## src/rtl/vga_timing_gen_if.sv

```systemverilog
// Raster timing bundle between the VGA timing generator and downstream pixel logic.
// The generator (master) drives beam position, syncs and strobes; the consumer
// (slave) drives the pixel advance enable.
interface vga_timing_gen_if;
    logic       pix_en;
    logic [9:0] hpos;
    logic [9:0] vpos;
    logic       hsync;
    logic       vsync;
    logic       display_on;
    logic       line_start;
    logic       frame_start;
    logic [9:0] frame_count;

    modport master (
        input  pix_en,
        output hpos, vpos, hsync, vsync, display_on,
        output line_start, frame_start, frame_count
    );

    modport slave (
        output pix_en,
        input  hpos, vpos, hsync, vsync, display_on,
        input  line_start, frame_start, frame_count
    );
endinterface

```

## src/rtl/vga_timing_gen.sv

```systemverilog
// Free-running VGA raster timing generator (640x480@60 Hz by default).
// Every output is a register loaded from the *next* counter values, so the
// position, syncs, active-video qualifier and strobes all describe the same
// pixel in the same clock cycle.
module vga_timing_gen #(
    parameter int   H_DISPLAY = 640,
    parameter int   H_FRONT   = 16,
    parameter int   H_SYNC    = 96,
    parameter int   H_BACK    = 48,
    parameter int   V_DISPLAY = 480,
    parameter int   V_FRONT   = 10,
    parameter int   V_SYNC    = 2,
    parameter int   V_BACK    = 33,
    parameter logic SYNC_POL  = 1'b0
) (
    input  logic clk,
    input  logic reset,
    vga_timing_gen_if.master vt
);

    localparam int H_TOTAL = H_DISPLAY + H_FRONT + H_SYNC + H_BACK;
    localparam int V_TOTAL = V_DISPLAY + V_FRONT + V_SYNC + V_BACK;

    localparam logic [9:0] H_LAST       = 10'(H_TOTAL - 1);
    localparam logic [9:0] V_LAST       = 10'(V_TOTAL - 1);
    localparam logic [9:0] H_DISP_END   = 10'(H_DISPLAY);
    localparam logic [9:0] V_DISP_END   = 10'(V_DISPLAY);
    localparam logic [9:0] H_SYNC_START = 10'(H_DISPLAY + H_FRONT);
    localparam logic [9:0] H_SYNC_END   = 10'(H_DISPLAY + H_FRONT + H_SYNC);
    localparam logic [9:0] V_SYNC_START = 10'(V_DISPLAY + V_FRONT);
    localparam logic [9:0] V_SYNC_END   = 10'(V_DISPLAY + V_FRONT + V_SYNC);

    // Map a "sync pulse active" condition onto the configured output level.
    function automatic logic sync_level(input logic active);
        sync_level = active ? SYNC_POL : ~SYNC_POL;
    endfunction

    logic [9:0] hpos_r;
    logic [9:0] vpos_r;
    logic       hsync_r;
    logic       vsync_r;
    logic       display_on_r;
    logic       line_start_r;
    logic       frame_start_r;
    logic [9:0] frame_count_r;

    logic [9:0] h_next_s;
    logic [9:0] v_next_s;
    logic       h_wrap_s;
    logic       v_wrap_s;
    logic       frame_wrap_s;
    logic       hsync_next_s;
    logic       vsync_next_s;
    logic       display_next_s;

    // Next raster position and the sync/active decode of that next position.
    always_comb begin
        h_wrap_s     = (hpos_r == H_LAST);
        v_wrap_s     = (vpos_r == V_LAST);
        frame_wrap_s = h_wrap_s && v_wrap_s;

        if (h_wrap_s) begin
            h_next_s = 10'd0;
            if (v_wrap_s) begin
                v_next_s = 10'd0;
            end else begin
                v_next_s = vpos_r + 10'd1;
            end
        end else begin
            h_next_s = hpos_r + 10'd1;
            v_next_s = vpos_r;
        end

        hsync_next_s   = sync_level((h_next_s >= H_SYNC_START) && (h_next_s < H_SYNC_END));
        vsync_next_s   = sync_level((v_next_s >= V_SYNC_START) && (v_next_s < V_SYNC_END));
        display_next_s = (h_next_s < H_DISP_END) && (v_next_s < V_DISP_END);
    end

    // Raster state: reset to (0,0); advance on pix_en; strobes last one clk.
    always_ff @(posedge clk) begin
        if (reset) begin
            hpos_r        <= 10'd0;
            vpos_r        <= 10'd0;
            hsync_r       <= ~SYNC_POL;
            vsync_r       <= ~SYNC_POL;
            display_on_r  <= 1'b1;
            line_start_r  <= 1'b0;
            frame_start_r <= 1'b0;
            frame_count_r <= 10'd0;
        end else begin
            // Strobes drop on the following clk even while the raster is stalled.
            line_start_r  <= 1'b0;
            frame_start_r <= 1'b0;
            if (vt.pix_en) begin
                hpos_r        <= h_next_s;
                vpos_r        <= v_next_s;
                hsync_r       <= hsync_next_s;
                vsync_r       <= vsync_next_s;
                display_on_r  <= display_next_s;
                line_start_r  <= h_wrap_s;
                frame_start_r <= frame_wrap_s;
                if (frame_wrap_s) begin
                    frame_count_r <= frame_count_r + 10'd1;
                end else begin
                    frame_count_r <= frame_count_r;
                end
            end else begin
                hpos_r        <= hpos_r;
                vpos_r        <= vpos_r;
                hsync_r       <= hsync_r;
                vsync_r       <= vsync_r;
                display_on_r  <= display_on_r;
                frame_count_r <= frame_count_r;
            end
        end
    end

    assign vt.hpos        = hpos_r;
    assign vt.vpos        = vpos_r;
    assign vt.hsync       = hsync_r;
    assign vt.vsync       = vsync_r;
    assign vt.display_on  = display_on_r;
    assign vt.line_start  = line_start_r;
    assign vt.frame_start = frame_start_r;
    assign vt.frame_count = frame_count_r;

endmodule

```

## src/flat_wrapper.sv

```systemverilog
// flat-port wrapper written by rule: the top's interface ports become plain ports
module vga_timing_gen_flat 
#(
    parameter int   H_DISPLAY = 640,
    parameter int   H_FRONT   = 16,
    parameter int   H_SYNC    = 96,
    parameter int   H_BACK    = 48,
    parameter int   V_DISPLAY = 480,
    parameter int   V_FRONT   = 10,
    parameter int   V_SYNC    = 2,
    parameter int   V_BACK    = 33,
    parameter logic SYNC_POL  = 1'b0
)
  (clk, reset, vt_pix_en, vt_hpos, vt_vpos, vt_hsync, vt_vsync, vt_display_on, vt_line_start, vt_frame_start, vt_frame_count);
  vga_timing_gen_if vt_i ();
  input  logic clk;
  input  logic reset;
  input wire logic [$bits(vt_i.pix_en)-1:0] vt_pix_en;
  output wire logic [$bits(vt_i.hpos)-1:0] vt_hpos;
  output wire logic [$bits(vt_i.vpos)-1:0] vt_vpos;
  output wire logic [$bits(vt_i.hsync)-1:0] vt_hsync;
  output wire logic [$bits(vt_i.vsync)-1:0] vt_vsync;
  output wire logic [$bits(vt_i.display_on)-1:0] vt_display_on;
  output wire logic [$bits(vt_i.line_start)-1:0] vt_line_start;
  output wire logic [$bits(vt_i.frame_start)-1:0] vt_frame_start;
  output wire logic [$bits(vt_i.frame_count)-1:0] vt_frame_count;
  assign vt_i.pix_en = vt_pix_en;
  assign vt_hpos = vt_i.hpos;
  assign vt_vpos = vt_i.vpos;
  assign vt_hsync = vt_i.hsync;
  assign vt_vsync = vt_i.vsync;
  assign vt_display_on = vt_i.display_on;
  assign vt_line_start = vt_i.line_start;
  assign vt_frame_start = vt_i.frame_start;
  assign vt_frame_count = vt_i.frame_count;
  vga_timing_gen #(.H_DISPLAY(H_DISPLAY), .H_FRONT(H_FRONT), .H_SYNC(H_SYNC), .H_BACK(H_BACK), .V_DISPLAY(V_DISPLAY), .V_FRONT(V_FRONT), .V_SYNC(V_SYNC), .V_BACK(V_BACK), .SYNC_POL(SYNC_POL)) u_core (.clk(clk), .reset(reset), .vt(vt_i));
endmodule
```

## config.mk

```make
export PLATFORM = sky130hd
export DESIGN_NAME = vga_timing_gen_flat
export DESIGN_NICKNAME = d
export VERILOG_FILES = /design/src/rtl/vga_timing_gen_if.sv /design/src/rtl/vga_timing_gen.sv /design/src/flat_wrapper.sv
export SDC_FILE = /design/constraint.sdc
export NUM_CORES = 1
export LEC_CHECK = 0
export BUFFER_PORTS_ARGS = -buffer_cell sky130_fd_sc_hd__buf_2
export CORE_ASPECT_RATIO = 1.1
export CORE_MARGIN = 2
export CORE_UTILIZATION = 61
export CTS_BUF_LIST = sky130_fd_sc_hd__clkbuf_8
export CTS_CLUSTER_DIAMETER = 120
export DETAILED_ROUTE_END_ITERATION = 16
export HOLD_SLACK_MARGIN = 0.08
export PLACE_DENSITY = 0.94
export RECOVER_POWER = 100
export SETUP_SLACK_MARGIN = 0.4
export SYNTH_ARGS = -nofsm -noshare
export SYNTH_HDL_FRONTEND = slang
export SYNTH_SLANG_ARGS = --single-unit
```

## constraint.sdc

```tcl
create_clock -name clk -period 3 [get_ports clk]
set_input_delay 0.15 -clock clk [delete_from_list [all_inputs] [get_ports clk]]
set_output_delay 0.15 -clock clk [all_outputs]
set_load 0.03 [all_outputs]
```

-- Word-level counts from Yosys, hierarchy flattened
Cells that the tools add are included.
- input bits: 3
- output and inout bits: 35
- register bits after elaboration: 35
- equal/unequal tests: 2
- reductions and logical operators: 6
- magnitude comparators: 6
- mux-type cells: 5
- bitwise gates (word level): 1
- add/sub/neg operators: 3
- operators with widths (cell ; count):
    $add 10x1->10 const B ; 3
    $mux 10 ; 3
    $eq 10x10->1 const B ; 2
    $lt 10x10->1 const B ; 2
    $lt 10x9->1 const B ; 2
    $ge 10x10->1 const B ; 1
    $ge 10x9->1 const B ; 1
    $logic_and 1x1->1 ; 4
    $mux 1 ; 2
    $reduce_and 2->1 ; 1
    $reduce_or 2->1 ; 1
    $not 1->1 ; 1

-- Longest topological paths before layout
Gate-level depths: netlist of the first run.
- depth in word-level cells: 6
- depth in mapped cells: 9

-- Worst setup path before layout of the first run
Ideal clock, no wire load.
- kind: reg-to-reg
- start point: register u_core.hpos_r[0], in the netlist u_core.vt.hpos[0]
- end point: register u_core.frame_count_r[5], in the netlist u_core.vt.frame_count[5]
- stages on the path, launching flop included: 8
- setup slack: 674 ps
- arrival: 2255 ps
- data required time: 2930 ps
- period minus slack after synthesis: 2326 ps
- path through: dfxtp_1 -> ha_1 -> and4_4 -> nand4_4 -> nor3_4 -> nand4_4 -> or3_1 -> a21oi_1
- word-level cells in the longest chain between the ends: 3
- RTL lines (what ; line ; text):
    start: declaration ; vga_timing_gen.sv:38 ; logic [9:0] hpos_r;
    start signal: assignment ; vga_timing_gen.sv:95 ; hpos_r <= h_next_s;
    start signal: assignment ; vga_timing_gen.sv:108 ; hpos_r <= hpos_r;
    $eq 10x10->1 ; vga_timing_gen.sv:58 ; h_wrap_s = (hpos_r == H_LAST);
    $logic_and 1x1->1 ; vga_timing_gen.sv:60 ; frame_wrap_s = h_wrap_s && v_wrap_s;
    $reduce_and 2->1 (no source line) ; - ;
    end signal: assignment ; vga_timing_gen.sv:103 ; frame_count_r <= frame_count_r + 10'd1;
    end signal: assignment ; vga_timing_gen.sv:105 ; frame_count_r <= frame_count_r;
    end signal: assignment ; vga_timing_gen.sv:113 ; frame_count_r <= frame_count_r;
    end: declaration ; vga_timing_gen.sv:45 ; logic [9:0] frame_count_r;
Every way passes these cells.
A chain may end at the register's enable or synchronous reset.

-- Worst setup path in the final report of the first run
Ends and elaborated chain as after synthesis.

==> qor.csv, run 1 <==
stage,metric,value,unit
outcome,status,"finished, final reports clean",
clock_tree,numCtsBuffers,5,
pwr,power.density,446,nW/µm²
floorplan,io-pin-count,38,
global_routing,grt_pass1_wl,7540,µm
cells_and_area,antenna_cells,0,
floorplan,row_count,21,
global_routing,track_usage,26.4,%
logic_synthesis,ys_seq_area_share,36.6,%
logic_synthesis,synth_seq_cells,35,
cells_and_area,multi_input_area,1120,µm²
hold_path,hold_class,primary input to register,
sta,fin_skew,9.95,ps
logic_synthesis,synth_edf_count,0,
logic_synthesis,yosysMostFrequentCell,dfxtp_1,
logic_synthesis,async_reset_ff_share,0,%
global_routing,first_global_vias,1720,
setup_path,cp_slowest_cell,dfxtp_1,
clock_tree,cts_hold_buf,0,
route,postRouteWirelength,4490,µm
sta,period_minus_slack,2450,ps
setup_path,cp.required,3220,ps
floorplan,core-area,3020,µm²
logic_synthesis,synthFlopType,dfxtp_1,
logic_synthesis,ys_top_cells_by_count,"35 x dfxtp_1, 32 x nor2_1, 22 x a21oi_1",
sta,holdWs,315,ps
flow_run,max_cap_viol_count,0,
placement,place_ws,626,ps
logic_synthesis,synthTopCellsByArea,"dfxtp_1 37%, nor2_1 6.3%, a21oi_1 5.8%",
route,wl_per_cell,14.7,µm
logic_synthesis,synth_warnings,0,
logic_synthesis,syn_inst,237,
sta,worst_slew_pin_slew,614,ps
route,drt.antenna.violating_nets,0,
logic_synthesis,yosysTopAreaCell,dfxtp_1,
floorplan,die_w,57.4,µm
setup_path,crit_path_start_kind,register,
setup_path,path_cells,ha_1 > and4_1 > nand4_4 > nor3_4 > nand4_4 > or3_1 > a21oi_1,
cells_and_area,ff_latch_area,701,µm²
global_routing,antenna_found_initial,0,
logic_synthesis,syn_area,1910,µm²
setup_path,crit_family,simple AND/OR/NAND/NOR gates,
sta,maxSlewViolCount,0,
clock_tree,tritoncts,built,
clock_tree,clk_pin_slew,70,ps
route,vias,1842,
route,drt_iter0_drc,87,
cells_and_area,n_fill_cell,253,
clock_tree,cts_setup_buffers,0,
sta,finalCritPeriodShare,81.7,%
clock_tree,clock-root-buffer,clkbuf_8,
placement,placed_area,2110,µm²
sta,max_slew_margin,59.1,%
route,drc_errors,0,
setup_path,crit_fanout,11,
cells_and_area,area_growth,12.9,%
pwr,p_leak,0.767,nW
setup_path,cp-end-kind,register,
pwr,total_power,0.964,mW
placement,hpwl,3080,µm
cells_and_area,stdcell_count,306,
cells_and_area,drive_gt1_share,5.88,%
placement,dp.cells,298,
cells_and_area,nNetsFinal,279,
sta,setup_tns,0,ps
cells_and_area,fin_util,71.5,%
clock_tree,clk_latency,290,ps
global_routing,grt-ovfl-total,0,
setup_path,crit_path_frequent_cell,nand4_4,
placement,port_buffers,37,
logic_synthesis,ys_types,46,
sta,fin_ws,549,ps
sta,final-setup-viol-count,0,
floorplan,die_area,3600,µm²
global_routing,grt_start_max_net_pins,36,
cells_and_area,final_design_area_no_fill,2160,µm²
clock_tree,max-clock-path-buffers,2,
sta,rsz0062_at_grt,no,
sta,finalHoldViolCount,0,
floorplan,die_h,62.7,µm
setup_path,crit_buf_inv,0,
setup_path,critPathKind,register to register,
setup_path,crit_arrival,2670,ps
logic_synthesis,avgSynthCellArea,8.07,µm²
route,viasPerCell,6.02,
sta,max_freq,408,MHz
placement,gp_congestion,0.867,
clock_tree,post_cts_resized,0,
logic_synthesis,yosysTopAreaCellShare,36.6,%
clock_tree,clock_sinks,35,
logic_synthesis,syn_nets,245,
route,dr.pass1.iters,4,
setup_path,critPathMaxStageDelay,430,ps
clock_tree,cts_htree_levels,2,
floorplan,start_util,63.3,%
pwr,ir_drop,0.000401,V
where the power goes:
part           switching (mW)  internal [mW]  total, mW
Sequential            0.00800          0.470      0.478
Clock                   0.171          0.269      0.440
Combinational          0.0346         0.0112     0.0458
cell usage in the layout, fill, tap and decap left out, types with 2 or more instances in the layout:
master    count
a21oi_1      22
buf_2         2
nor2_1       32
a211oi_1      2
ha_1          5
mux2i_1       4
or3_1         3
nor3_1       11
nand2_1      19
nor4b_1       2
xor2_1        9
and3_1        8
inv_1         5
dfxtp_1      35
clkbuf_1     37
nand4_4       2
nand4_1       8
o21ai_0      14
xnor2_1       6
nand3b_1      3
nand3_1       8
clkbuf_8      6
nor4_1        2
and3b_1       2
nor2b_1       2
a31oi_1       3
kinds of logic (layout without fill, tap and decap cells):
kind of cell	Yosys count	count (layout)	synth area share, %
fa+ha+maj	5	5	3.27
mux	4	4	2.09
xor+xnor	15	15	6.87
compound gates	50	50	15.2
simple gates	110	110	32.0
flops	35	35	36.6
buf+inv	18	53	3.92
registers in the layout, summed over array words and instances, names as in the netlist:
signal / count
u_core.vt.frame_count: 10
u_core.vt.hpos: 10
u_core.vt.vpos: 10
u_core.vt.display_on: 1
u_core.vt.frame_start: 1
u_core.vt.hsync: 1
u_core.vt.line_start: 1
u_core.vt.vsync: 1
final cells by class:
class | instances | share of cell area [%]
well taps | 34 | 1.97
clock buffers | 6 | 3.82
flip-flops and latches | 35 | 32.4
repair buffers | 40 | 7.24
multi-input cells | 184 | 52.0
inverters | 5 | 0.869
clock inverters | 2 | 1.62
path summary, 6_finish.rpt:
path	endpoint	cells after the start	start	slack, ps
hold / removal	u_core.vt.hpos[3]	3	vt_pix_en	320
setup / recovery	u_core.vt.frame_count[5]	7	u_core.vt.hpos[0]	550
hold reg to reg	u_core.vt.frame_count[7]	2	u_core.vt.frame_count[7]	500
setup reg to reg	u_core.vt.frame_count[5]	7	u_core.vt.hpos[0]	550
tightest hold or removal path, cell delays in order:
cell,delay [ps]
buf_2,220
nand3b_1,130
a21oi_1,60
metal layers:
layer	vias up	global-route usage [%]	routed length, µm	share of wire (%)
met3	12	6.21	217	4.8
li1	914	-	-	-
met2	51	44.6	2250	50
met1	865	30.4	1910	42
met5	-	0	0	0
met4	0	13.7	115	2.6
No activity file was read; power rests on OpenSTA's default activity.
==> inputs of run 2 (changes only) <==
--- a/config.mk
+++ b/config.mk
@@ -8,12 +8,12 @@
 export BUFFER_PORTS_ARGS = -buffer_cell sky130_fd_sc_hd__buf_2
 export CORE_ASPECT_RATIO = 1.1
 export CORE_MARGIN = 2
-export CORE_UTILIZATION = 61
+export CORE_UTILIZATION = 57
 export CTS_BUF_LIST = sky130_fd_sc_hd__clkbuf_8
 export CTS_CLUSTER_DIAMETER = 120
 export DETAILED_ROUTE_END_ITERATION = 16
 export HOLD_SLACK_MARGIN = 0.08
-export PLACE_DENSITY = 0.94
+export PLACE_DENSITY = 0.89
 export RECOVER_POWER = 100
 export SETUP_SLACK_MARGIN = 0.4
 export SYNTH_ARGS = -nofsm -noshare
==> constraint.sdc (replaced) <==
create_clock -name clk -period 2.3 [get_ports clk]
set_input_delay 0.115 -clock clk [delete_from_list [all_inputs] [get_ports clk]]
set_output_delay 0.115 -clock clk [all_outputs]
set_load 0.03 [all_outputs]
==> run 2 against run 1 <==
Compared with the run above: register-to-register slack worse by 270 ps; flip-flop and latch count unchanged; cell area up 8.1%; hold slack worse by 160 ps; sequential share of layout area down 1.2 points; clock skew down 2.5 ps; worst setup slack worse by 270 ps; clock power up 1%; first-iteration DRC count up 82%; fmax up 21%; cell count up 5.2%; critical endpoint is now u_core.vt.display_on; largest power group unchanged; highest routed layer unchanged.
==> qor.csv, run 2 (same netlist as run 1, synthesis figures left out) <==
stage,metric,value,unit,change
route,wl_per_cell,15.8,µm,+7.5%
sta,maxSlewViolCount,0,,unchanged
clock_tree,cts_htree_levels,2,,unchanged
setup_path,reg2reg_depth,8,,+1
cells_and_area,final_design_area_no_fill,2330,µm²,+8.1%
cells_and_area,fin_util,71.2,%,-0.23 points
sta,worst_slew_pin_slew,432,ps,-182 ps
floorplan,core-area,3280,µm²,+8.4%
placement,place_ws,287,ps,-339 ps
clock_tree,clock_sinks,35,,unchanged
floorplan,io-pin-count,38,,unchanged
sta,period_minus_slack,2020,ps,-431 ps
route,viasPerCell,6.00,,-0.33%
outcome,status,"finished, final reports clean",,
placement,hpwl,3120,µm,+1.2%
setup_path,cp.required,2510,ps,-710 ps
flow_run,max_cap_viol_count,0,,unchanged
pwr,clkPwrFrac,39.3,%,-6.4 points
cells_and_area,n_fill_cell,260,,+2.8%
global_routing,track_usage,25.8,%,-0.69 points
setup_path,crit_path_start_kind,register,,
route,vias,1932,,+4.9%
cells_and_area,drive_gt1_share,17.5,%,+12 points
placement,port_buffers,37,,unchanged
sta,final-setup-viol-count,0,,unchanged
clock_tree,numCtsBuffers,5,,unchanged
route,postRouteWirelength,5080,µm,+13%
sta,setup_tns,0,ps,unchanged
clock_tree,clk_latency,300,ps,about the same
clock_tree,clock-root-buffer,clkbuf_8,,
setup_path,crit_arrival,2230,ps,-440 ps
pwr,ir_drop,0.000487,V,+21%
sta,max_freq,495,MHz,+21%
pwr,p_leak,0.906,nW,+18%
route,dr.pass1.iters,4,,unchanged
cells_and_area,antenna_cells,0,,unchanged
sta,finalHoldViolCount,0,,unchanged
pwr,intPower,0.836,mW,+11%
clock_tree,max-clock-path-buffers,2,,unchanged
placement,placed_area,2180,µm²,+3.6%
pwr,p_switching,0.297,mW,+39%
route,drc_errors,0,,unchanged
global_routing,grt_pass1_wl,7620,µm,+1.0%
sta,rsz0062_at_grt,yes,,
cells_and_area,area_growth,22.0,%,
global_routing,first_global_vias,1687,,-1.9%
route,drt_iter0_drc,158,,+82%
global_routing,grt-ovfl-total,0,,unchanged
clock_tree,tritoncts,built,,
hold_path,hold_class,primary input to register,,
sta,max_slew_margin,70.5,%,+11 points
global_routing,antenna_found_initial,0,,unchanged
floorplan,row_count,22,,+4.8%
pwr,swShare,26.2,%,+4.0 points
global_routing,grt_start_max_net_pins,35,,-2.8%
cells_and_area,layout_common_cells,"38 x clkbuf_1, 32 x nor2_1, 24 x dfxtp_1",,
sta,fin_ws,279,ps,-269 ps
cells_and_area,multi_input_area,1190,µm²,+6.1%
floorplan,die_w,59.2,µm,+3.2%
hold_path,hold_depth,3,,unchanged
setup_path,crit_fanout,12,,+1
floorplan,die_h,64.8,µm,+3.2%
floorplan,start_util,58.4,%,-4.9 points
sta,fin_skew,7.41,ps,-2.54 ps
sta,finalCritPeriodShare,87.9,%,+6.1 points
setup_path,critPathKind,register to register,,
pwr,seq_power_share,54.4,%,+4.8 points
floorplan,die_area,3840,µm²,+6.5%
cells_and_area,ff_latch_area,729,µm²,+4.1%
cells_and_area,layout_commonest_cell,clkbuf_1,,
pwr,power.density,485,nW/µm²,+8.7%
cells_and_area,nNetsFinal,293,,+5.0%
pwr,p_comb_share,6.3,%,+1.5 points
placement,gp_congestion,0.899,,+3.8%
setup_path,cp-end-kind,register,,
route,drt.antenna.violating_nets,0,,unchanged
clock_tree,clk_pin_slew,80,ps,about the same
==> run 2: cell count changes in the layout (fill, tap and decap cells not counted), moves of 2 or more <==
cell,delta
a21oi_2,+3
dfxtp_2,+5
dfxtp_4,+6
inv_4,+2
a21oi_1,-3
dfxtp_1,-11
buf_4,+12
==> run 2: repair_timing <==
item,CTS,global route
buffers inserted,5,6
resized for setup,2,17
pin swaps,2,5
setup endpoints to repair,8,12
hold buffers,0,0
==> run 2: path summary, 6_finish.rpt <==
| check | start | slack, ps | to |
|---|---|---|---|
| setup / recovery | u_core.vt.hpos[1] | 280 | u_core.vt.display_on |
| setup reg to reg | u_core.vt.hpos[1] | 280 | u_core.vt.display_on |
| hold reg to reg | u_core.vt.hpos[3] | 520 | u_core.vt.hpos[3] |
| hold / removal | reset | 160 | u_core.vt.vpos[9] |
==> run 2: final cells by class <==
cell class | count | share of cell area [%]
Multi-Input combinational cell | 184 | 51.1
Tap cell | 36 | 1.93
Timing Repair Buffer | 54 | 11.2
Clock buffer | 5 | 2.95
Clock inverter | 3 | 0.643
Sequential cell | 35 | 31.3
Inverter | 5 | 0.912
==> run 2: power by group through the flow <==
stage               Clock (mW)  Combinational (mW)  Sequential (mW)
finish                   0.445              0.0712            0.616
global route             0.481              0.0763            0.617
CTS                      0.450              0.0702            0.620
detailed placement           0              0.0638            0.636
global placement             0              0.0634            0.636
floorplan                    0              0.0341            0.648
==> run 2: worst max-delay path: stages (launching register included) <==
cell	delay [ps]
dfxtp_1	350
ha_1	260
nand4_1	180
nor3_1	210
buf_6	190
and3_1	210
xnor2_1	180
nor3b_2	100
o31ai_1	260
==> run 2: through the flow <==
step,cells,hold slack (ps),total power [mW]
2_1_floorplan,237,460,0.682
3_3_place_gp,303,457,0.699
3_5_place_dp,303,466,0.700
4_1_cts,316,150,1.14
5_1_grt,322,161,1.17
6_report,322,157,1.13
==> run 2: layer usage <==
metal | vias to the layer above | routed length [µm] | global-route usage (%)
li1 | 942 | - | -
met1 | 887 | 2140 | 33.3
met2 | 93 | 2420 | 41.8
met3 | 10 | 430 | 6.19
met4 | 0 | 85 | 7.95
met5 | - | 0 | 0
==> inputs of run 3 (changes only) <==
--- a/config.mk
+++ b/config.mk
@@ -13,7 +13,7 @@
 export CTS_CLUSTER_DIAMETER = 120
 export DETAILED_ROUTE_END_ITERATION = 16
 export HOLD_SLACK_MARGIN = 0.08
-export PLACE_DENSITY = 0.89
+export PLACE_DENSITY_LB_ADDON = 0.3
 export RECOVER_POWER = 100
 export SETUP_SLACK_MARGIN = 0.4
 export SYNTH_ARGS = -nofsm -noshare
==> run 3 against run 2 <==
Compared with the run above: register-to-register slack worse by 98 ps; fmax is 4.6% lower; largest cell class unchanged; via count is 0.98% higher; sequential power is 1% higher; worst setup slack worse by 98 ps; cell area is 2.3% higher; critical endpoint is now u_core.vt.vsync; cell count is 1.2% higher; highest routed layer unchanged.
==> qor.csv, run 3 (same netlist as run 1, synthesis figures left out) <==
stage,metric,value,unit,change
clock_tree,clk_latency,280,ps,-20 ps
setup_path,cp.required,2470,ps,-40 ps
clock_tree,tritoncts,built,,
pwr,total_power,1.10,mW,-3.0%
setup_path,reg2reg_slack,180,ps,-100 ps
outcome,status,"finished, final reports clean",,
clock_tree,clk_pin_slew,70,ps,about the same
route,drc_errors,0,,unchanged
route,drt.antenna.violating_nets,0,,unchanged
pwr,power.density,460,nW/µm²,-5.1%
floorplan,die_w,59.2,µm,unchanged
hold_path,worstHoldEndpoint,u_core.vt.vpos[9],,
cells_and_area,antenna_cells,0,,unchanged
global_routing,antenna_found_initial,0,,unchanged
hold_path,hold_class,primary input to register,,
clock_tree,max-clock-path-buffers,2,,unchanged
floorplan,die_h,64.8,µm,unchanged
clock_tree,clock-root-buffer,clkbuf_8,,
cells_and_area,area_growth,24.7,%,
floorplan,row_count,22,,unchanged
setup_path,r2r_start,u_core.vt.hpos[0],,
cells_and_area,layout_common_cells,"36 x clkbuf_1, 32 x nor2_1, 26 x dfxtp_1",,
sta,period_minus_slack,2120,ps,+98.2 ps
cells_and_area,fin_util,72.8,%,+1.6 points
cells_and_area,nNetsFinal,297,,+1.4%
floorplan,start_util,58.4,%,unchanged
cells_and_area,final_design_area_no_fill,2390,µm²,+2.3%
global_routing,grt_pass1_wl,7310,µm,-4.0%
floorplan,die_area,3840,µm²,unchanged
sta,finalCritPeriodShare,92.1,%,+4.3 points
route,drt_iter0_drc,122,,-23%
sta,rsz0062_at_grt,yes,,
route,viasPerCell,5.98,,-0.26%
route,vias,1951,,+0.98%
sta,setup_tns,0,ps,unchanged
placement,port_buffers,37,,unchanged
global_routing,grt-ovfl-total,0,,unchanged
placement,hpwl,3080,µm,-1.2%
sta,max_freq,472,MHz,-4.6%
setup_path,crit_arrival,2290,ps,+60 ps
floorplan,core-area,3280,µm²,unchanged
setup_path,worstReg2RegEnd,u_core.vt.vsync,,
clock_tree,numCtsBuffers,5,,unchanged
setup_path,critPathKind,register to register,,
sta,maxSlewViolCount,0,,unchanged
cells_and_area,drive_gt1_share,18.6,%,+1.1 points
pwr,p_leak,0.958,nW,+5.7%
sta,fin_skew,6.00,ps,-1.41 ps
placement,gp_congestion,0.840,,-6.6%
clock_tree,cts_htree_levels,2,,unchanged
global_routing,grt_start_max_net_pins,35,,unchanged
global_routing,first_global_vias,1585,,-6.0%
setup_path,crit_path_start_kind,register,,
route,dr.pass1.iters,4,,unchanged
pwr,ir_drop,0.000471,V,-3.3%
cells_and_area,layout_commonest_cell,clkbuf_1,,
floorplan,io-pin-count,38,,unchanged
setup_path,cp-end-kind,register,,
route,wl_per_cell,14.9,µm,-5.7%
clock_tree,clock_sinks,35,,unchanged
placement,placed_area,2190,µm²,+0.34%
sta,finalHoldViolCount,0,,unchanged
hold_path,hp-start,reset,,
sta,final-setup-viol-count,0,,unchanged
sta,worst_slew_pin_slew,386,ps,-45.9 ps
setup_path,reg2reg_depth,8,,unchanged
flow_run,max_cap_viol_count,0,,unchanged
setup_path,crit_fanout,7,,-5
sta,max_slew_margin,74.2,%,+3.8 points
route,postRouteWirelength,4850,µm,-4.5%
global_routing,track_usage,24.4,%,-1.4 points
hold_path,hold_depth,3,,unchanged
clock_tree,cts_hold_buf,0,,unchanged
==> run 3: report_power, final <==
group          internal (mW)  total (mW)  switching (mW)  leakage, nW
logic                 0.0202      0.0675          0.0473        0.619
clock network          0.203       0.409           0.206       0.0505
registers              0.611       0.622          0.0113        0.289
==> run 3: layer usage <==
| metal | GRT usage (%) | share of wire, % | vias to the layer above |
|---|---|---|---|
| li1 | - | - | 953 |
| met1 | 33.6 | 44 | 920 |
| met2 | 37.9 | 49 | 67 |
| met3 | 4.99 | 5.7 | 11 |
| met4 | 7.39 | 2.1 | 0 |
| met5 | 0 | 0 | - |
==> run 3: final cells by class <==
type,count,area [µm²]
Clock buffer,5,68.8
Clock inverter,3,12.5
Fill cell,257,890
Inverter,5,23.8
Multi-Input combinational cell,184,1210
Sequential cell,35,722
Tap cell,36,45.0
Timing Repair Buffer,58,300
==> run 3: worst max-delay path by stage <==
stage                 startpoint                        to  cells past startpoint
6_report       u_core.vt.hpos[0]           u_core.vt.vsync                      8
5_1_grt        u_core.vt.hpos[0]           u_core.vt.vsync                      8
4_1_cts        u_core.vt.vpos[0]           u_core.vt.vsync                      8
3_5_place_dp   u_core.vt.hpos[0]      u_core.vt.display_on                      7
3_3_place_gp   u_core.vt.hpos[0]      u_core.vt.display_on                      7
2_1_floorplan  u_core.vt.vpos[0]  u_core.vt.frame_count[9]                      8
==> run 3: per-stage QoR <==
step	setup WS, ps	hold slack (ps)	cells
after floorplan	359	460	237
after global placement	354	472	304
after detailed placement	309	465	304
after CTS	404	165	315
after global routing	54.6	181	326
final	181	166	326
==> run 3: timing repair <==
action	CTS	global route
gates resized for setup	3	15
buffers inserted	3	11
setup endpoints to repair	9	13
pin swaps	3	13
==> run 3: critical path, stage by stage, from the launching register on <==
cell,delay [ps]
dfxtp_4,380
ha_1,240
nand4_1,240
nor3_4,350
buf_4,180
a41oi_2,110
a21oi_2,160
nor3b_4,240
a31oi_1,100
